`src/rtl/maske_range_pipe.sv`:
```
// ---------------------------------------------------------------------------
// maske_range_pipe
//
// Streaming mask generator. Each request carries a low index, a high index,
// a mode and an inclusive flag. The module turns them into a W-bit mask and
// returns it one cycle later through a registered output stage backed by a
// single skid entry. Indices at or above W are clamped to W-1, and the
// clamp is reported alongside the mask.
//
// Modes (in_mode_i):
//   00 RIGHT  : bits below lo (incl: up to and including lo)
//   01 LEFT   : bits above lo (incl: from lo upward)
//   10 RANGE  : lo..hi inclusive; wraps around when lo > hi
//   11 NRANGE : complement of RANGE
//
// Optional feature macro: MASKE_POPCNT_EN
//   When defined, the popcount of each mask travels with it and is
//   presented on out_cnt_o. When undefined, the port and logic are absent.
//
// Ports:
//   clk          clock
//   rst          synchronous reset, active-high
//   in_vld_i     request valid
//   in_rdy_o     request ready (registered, 0 while in reset)
//   in_lo_i      low / primary index
//   in_hi_i      high index (range modes only)
//   in_mode_i    mode select
//   in_incl_i    inclusive select (RIGHT/LEFT only)
//   out_vld_o    mask valid
//   out_rdy_i    mask ready
//   out_mask_o   generated mask
//   out_clamp_o  an index >= W was clamped
//   out_cnt_o    popcount of out_mask_o (MASKE_POPCNT_EN only)
// ---------------------------------------------------------------------------
module maske_range_pipe #(
    parameter  int W  = 32,
    localparam int LW = $clog2(W)
) (
    input  logic          clk,
    input  logic          rst,
    input  logic          in_vld_i,
    output logic          in_rdy_o,
    input  logic [LW-1:0] in_lo_i,
    input  logic [LW-1:0] in_hi_i,
    input  logic [1:0]    in_mode_i,
    input  logic          in_incl_i,
    output logic          out_vld_o,
    input  logic          out_rdy_i,
    output logic [W-1:0]  out_mask_o,
    output logic          out_clamp_o
`ifdef MASKE_POPCNT_EN
    ,
    output logic [LW:0]   out_cnt_o
`endif
);

    localparam logic [LW:0]   W_EXT   = (LW+1)'(W);
    localparam logic [LW-1:0] MAX_IDX = LW'(W - 1);
    localparam logic [W-1:0]  ONES    = {W{1'b1}};

    // ---------------------------------------------------------------
    // Index clamping
    // ---------------------------------------------------------------
    logic          lo_ovf, hi_ovf;
    logic [LW-1:0] lo_c, hi_c;
    logic          clamp_c;

    assign lo_ovf  = {1'b0, in_lo_i} >= W_EXT;
    assign hi_ovf  = {1'b0, in_hi_i} >= W_EXT;
    assign lo_c    = lo_ovf ? MAX_IDX : in_lo_i;
    assign hi_c    = hi_ovf ? MAX_IDX : in_hi_i;
    // hi only matters (and so only counts as clamped) in the range modes
    assign clamp_c = lo_ovf | (hi_ovf & in_mode_i[1]);

    // ---------------------------------------------------------------
    // Mask construction from thermometer codes
    //   ge_lo : bits i >= lo
    //   gt_lo : bits i >  lo
    //   le_hi : bits i <= hi
    // ---------------------------------------------------------------
    logic [W-1:0] ge_lo, gt_lo, le_hi, rng, mask_c;

    assign ge_lo = ONES << lo_c;
    assign gt_lo = ge_lo << 1;
    assign le_hi = ~((ONES << hi_c) << 1);
    // lo > hi selects the wrapped region (top part OR bottom part)
    assign rng   = (lo_c <= hi_c) ? (ge_lo & le_hi) : (ge_lo | le_hi);

    always_comb begin
        mask_c = '0;
        case (in_mode_i)
            2'b00:   mask_c = in_incl_i ? ~gt_lo : ~ge_lo;
            2'b01:   mask_c = in_incl_i ? ge_lo : gt_lo;
            2'b10:   mask_c = rng;
            default: mask_c = ~rng;
        endcase
    end

`ifdef MASKE_POPCNT_EN
    // Running-sum chain; psum[W] is the total number of set bits
    logic [LW:0] psum [W+1];
    assign psum[0] = '0;
    for (genvar gi = 0; gi < W; gi++) begin : g_popcnt
        assign psum[gi+1] = psum[gi] + (LW+1)'(mask_c[gi]);
    end
`endif

    // ---------------------------------------------------------------
    // Output register + one skid entry
    // ---------------------------------------------------------------
    logic         in_rdy_reg;
    logic         out_vld_reg;
    logic [W-1:0] out_mask_reg;
    logic         out_clamp_reg;
    logic         skid_vld_reg;
    logic [W-1:0] skid_mask_reg;
    logic         skid_clamp_reg;
`ifdef MASKE_POPCNT_EN
    logic [LW:0]  out_cnt_reg;
    logic [LW:0]  skid_cnt_reg;
`endif

    logic accept, consume;
    assign accept  = in_vld_i & in_rdy_reg;
    assign consume = out_vld_reg & out_rdy_i;

    always_ff @(posedge clk) begin
        if (rst) begin
            in_rdy_reg     <= 1'b0;
            out_vld_reg    <= 1'b0;
            out_mask_reg   <= '0;
            out_clamp_reg  <= 1'b0;
            skid_vld_reg   <= 1'b0;
            skid_mask_reg  <= '0;
            skid_clamp_reg <= 1'b0;
`ifdef MASKE_POPCNT_EN
            out_cnt_reg    <= '0;
            skid_cnt_reg   <= '0;
`endif
        end else begin
            in_rdy_reg <= 1'b1;
            if (skid_vld_reg) begin
                // in_rdy is low here, so no accept can coincide
                if (consume) begin
                    out_mask_reg  <= skid_mask_reg;
                    out_clamp_reg <= skid_clamp_reg;
`ifdef MASKE_POPCNT_EN
                    out_cnt_reg   <= skid_cnt_reg;
`endif
                    skid_vld_reg  <= 1'b0;
                end else begin
                    in_rdy_reg    <= 1'b0;
                end
            end else if (accept) begin
                if (!out_vld_reg || out_rdy_i) begin
                    // slot empty or draining this cycle: load output directly
                    out_vld_reg   <= 1'b1;
                    out_mask_reg  <= mask_c;
                    out_clamp_reg <= clamp_c;
`ifdef MASKE_POPCNT_EN
                    out_cnt_reg   <= psum[W];
`endif
                end else begin
                    skid_vld_reg   <= 1'b1;
                    skid_mask_reg  <= mask_c;
                    skid_clamp_reg <= clamp_c;
`ifdef MASKE_POPCNT_EN
                    skid_cnt_reg   <= psum[W];
`endif
                    in_rdy_reg     <= 1'b0;
                end
            end else if (consume) begin
                out_vld_reg <= 1'b0;
            end
        end
    end

    assign in_rdy_o    = in_rdy_reg;
    assign out_vld_o   = out_vld_reg;
    assign out_mask_o  = out_mask_reg;
    assign out_clamp_o = out_clamp_reg;
`ifdef MASKE_POPCNT_EN
    assign out_cnt_o   = out_cnt_reg;
`endif

endmodule

```
`config.mk`:
```
export PLATFORM = sky130hd
export DESIGN_NAME = maske_range_pipe
export DESIGN_NICKNAME = d
export VERILOG_FILES = /design/src/rtl/maske_range_pipe.sv
export SDC_FILE = /design/constraint.sdc
export NUM_CORES = 1
export LEC_CHECK = 0
export BUFFER_PORTS_ARGS = -buffer_cell sky130_fd_sc_hd__buf_2
export CAP_MARGIN = 20
export CORE_ASPECT_RATIO = 1.25
export CORE_MARGIN = 3
export CORE_UTILIZATION = 30
export CTS_BUF_LIST = sky130_fd_sc_hd__clkbuf_8 sky130_fd_sc_hd__clkbuf_16
export DETAILED_ROUTE_END_ITERATION = 8
export PLACE_DENSITY = 0.56
export SYNTH_ARGS = -nofsm -noshare
export SYNTH_HDL_FRONTEND = slang
export SYNTH_SLANG_ARGS = --single-unit
export TNS_END_PERCENT = 5
```
`constraint.sdc`:
```
create_clock -name clk -period 3 [get_ports clk]
set_input_delay 0.3 -clock clk [delete_from_list [all_inputs] [get_ports clk]]
set_output_delay 0.3 -clock clk [all_outputs]
set_load 0.03 [all_outputs]
```
==> summary.md <==
| Metric | Value |
|---|---|
| Core area | 17,500 µm² |
| Worst setup path category | in2reg |
| Worst hold stages | 3 |
| Worst hold slack | 271 ps |
| Post-synth EDFFs | 0 |
| Min-Delay Startpoint | in_vld_i |
| Psw | 0.980 mW |
| Sequential share of the synthesized area | 24.9% |
| First-pass GRT wire length | 30,100 µm |
| Clock share of power | 43.0% |
| HP Class | in2reg |
| Internal power | 2.11 mW |
| Final hold vios | 0 |
| Post-DP HPWL | 13,600 µm |
| GRT Overall Usage | 18.9% |
| Fin crit share | 76.4% |
| Initial core utilization | 30.7% |
| RSZ-0062 raised after global routing | no |
| Hold Path End | out_vld_o$_SDFFE_PP0P_ |
| Sequential share of power | 30.8% |
| Sink Count | 67 |
| Total leakage power | 2.36 nW |
| # port buffers | 50 |
| Most frequent cell after synthesis | a21oi_1 |
| I/O pins | 52 |
| Worst EP required | 3230 ps |
| Worst Max-Slew Pin Slew | 811 ps |
| Worst skew pair latency | 340 ps |
| Synth Area per Inst | 6.83 µm² |
| Vias in the first global route | 5,383 |
| PD cells | 504 nW/µm² |
| Final setup violation count | 0 |
| Number of vias per cell | 5.99 |
| Cell taking the most area after synthesis | dfxtp_1 |
| Post-Synth Simple-Gate Area | 24.1% |
| Post-Synth Adder-Cell Area | 3.26% |
| Slew margin rel. | 46.0% |
| Pin count of the biggest net entering global routing | 53 |
| #FFs+latches synth | 67 |
| CTS buffer count | 9 |
| CTS tree | yes |
| R2R setup slack | 780 ps |
| Post-Syn Instances | 787 |
| FP Rows | 54 |
| Post-route ant nets | 0 |
| Final wirelength | 19,400 µm |
| Clk_skew | 5.43 ps |
| Detailed-route DRC error count | 0 |
| Pins Over Slew Limit | 0 |
| Compound-Gate Fraction of Synth Area | 37.3% |
| Final worst path period need | 2290 ps |
| Worst Setup End Kind | flip-flop |
| Syn Nets | 809 |
| Crit path DAT | 2520 ps |
| Reg-to-reg startpoint | skid_vld_reg$_SDFF_PP0_ |
| Synth Flop Type | dfxtp_1 |
| Type of origin of the critical path | primary input |
| Crit-path max FO | 52 |
| CTS max path bufs | 2 |
| Max-cap viol count | 0 |
| CTS H-tree depth | 3 |
| R2R cell count | 7 |
| Asr flop ratio synth | 0% |
| Drt pass-1 iters | 7 |
| Max Freq | 436 MHz |
| Die X | 126 µm |
| Sw frac | 31.7% |
| Initial antenna violation count | 0 |
| Root Driver | clkbuf_16 |
| Gpl congestion | 0.972 |
| DR WL/cell | 19.0 µm |
| Worst R2R End | out_mask_o[13]$_SDFFE_PP0P_ |
| Pwr Total | 3.09 mW |
| Antenna Diode Count | 0 |
| Cts repair resizes | 0 |
| Combinational power share | 26.2% |
| Detailed Route Iter0 Violations | 750 |
| Outcome | finished clean |
| Vias after detailed routing | 6,123 |
| Area growth from synthesis to layout | 14.3% |
| Largest family of logic cells by synthesized area | compound AO/OA/AOI/OAI gates |
| Mux share of post-synthesis cell area | 1.33% |
| Synth unique cells | 72 |
| Commonest cells in the netlist | 104 x a21oi_1, 88 x nand2_1, 67 x dfxtp_1 |
| # nets final | 815 |
| Post-CTS setup buffers | 0 |
| Total congestion overflow | 0 |
| Final TNS setup | 0 ps |
| Synth Area in XOR/XNOR | 0.651% |
| Post-CTS Hold Buffers | 0 |
| Reg clk slew, reported paths | 60 ps |
| Synth top area cells | dfxtp_1 25%, a21oi_1 9.7%, nand2_1 6.1% |
| Share of cells above drive strength 1 | 15.0% |
| Peak VDD IR | 0.211 mV |
| Post-synth top area share | 24.9% |
| Die height | 156 µm |
| Yosys Warn Count | 0 |
| Synth Cell Area | 5380 µm² |
| Die area | 19,600 µm² |
## how the worst max path moves through the flow
stage	start	endpoint	slack [ps]	cells after the start
global placement	in_hi_i[3]	out_mask_o[20]$_SDFFE_PP0P_	440	11
finish	in_hi_i[1]	out_mask_o[26]$_SDFFE_PP0P_	710	10
CTS	in_hi_i[1]	out_mask_o[26]$_SDFFE_PP0P_	730	10
detailed placement	in_hi_i[1]	out_mask_o[26]$_SDFFE_PP0P_	380	10
global route	in_hi_i[1]	out_mask_o[20]$_SDFFE_PP0P_	560	11
floorplan	in_lo_i[0]	out_mask_o[26]$_SDFFE_PP0P_	490	11
## power groups by stage
stage               clock [mW]  sequential (mW)  combinational, mW
global route              1.39            0.958              0.877
global placement             0            0.972              0.796
CTS                       1.35            0.953              0.799
floorplan                    0             1.04              0.510
detailed placement           0            0.973              0.796
finish                    1.33            0.953              0.811
## cells by family (layout without fill, tap and decap cells)
group / count (synthesis) / count (layout)
buf+inv: 101 / 112
fa+ha+maj: 16 / 16
mux: 7 / 7
xor+xnor: 4 / 4
other cells: 1 / 1
compound gates: 315 / 315
flops: 67 / 67
simple gates: 276 / 276
## layout make-up
class / instances / area, µm²
Fill cell: 1905 / 11400
Multi-Input combinational cell: 619 / 3600
Sequential cell: 67 / 1340
Timing Repair Buffer: 81 / 495
Tap cell: 224 / 280
Clock buffer: 10 / 239
Clock inverter: 6 / 136
Inverter: 15 / 56.3
## critical path, stage by stage
cell and delay (ps):
buf_2 170, inv_1 130, ha_1 300, and3_1 140, nand3_1 120, o21a_1 160
buf_12 180, maj3_2 330, or4_1 400, a32o_1 250
## metrics by stage
step | setup WS [ps] | cells | area, µm² | util [%]
2_1_floorplan | 489 | 787 | 5380 | -
3_3_place_gp | 441 | 1006 | 5770 | 33.0
3_5_place_dp | 384 | 1006 | 5770 | 33.0
4_1_cts | 734 | 1022 | 6150 | 35.1
5_1_grt | 560 | 1022 | 6150 | 35.1
6_report | 707 | 1022 | 6150 | 35.1
## metal layers
layer  routed length (µm)  vias up  part of all wire [%]  track usage (%)
met4                  883        0                   4.5             9.20
met1                 8690     2844                    45             25.7
met5                    0        -                     0                0
met3                 1490       62                   7.7             3.39
li1                     -     2917                     -                -
met2                 8350      300                    43             29.1
## layout by cell type, fill, tap and decap left out, drive strengths merged, types with 6 or more instances in the layout
cell	instances
a21o	10
o211a	8
and2	7
o211ai	21
o21ai	71
buf	81
nand3	29
nand4	11
nand2	88
a21oi	106
or2	9
nor2	70
nand2b	8
or3	10
a31oi	11
dfxtp	67
clkbuf	10
o22ai	14
inv	14
nor3	25
a211oi	15
o21a	7
o221ai	6
maj3	11
mux2i	6
a311oi	8
No activity file was read; power rests on OpenSTA's default activity.
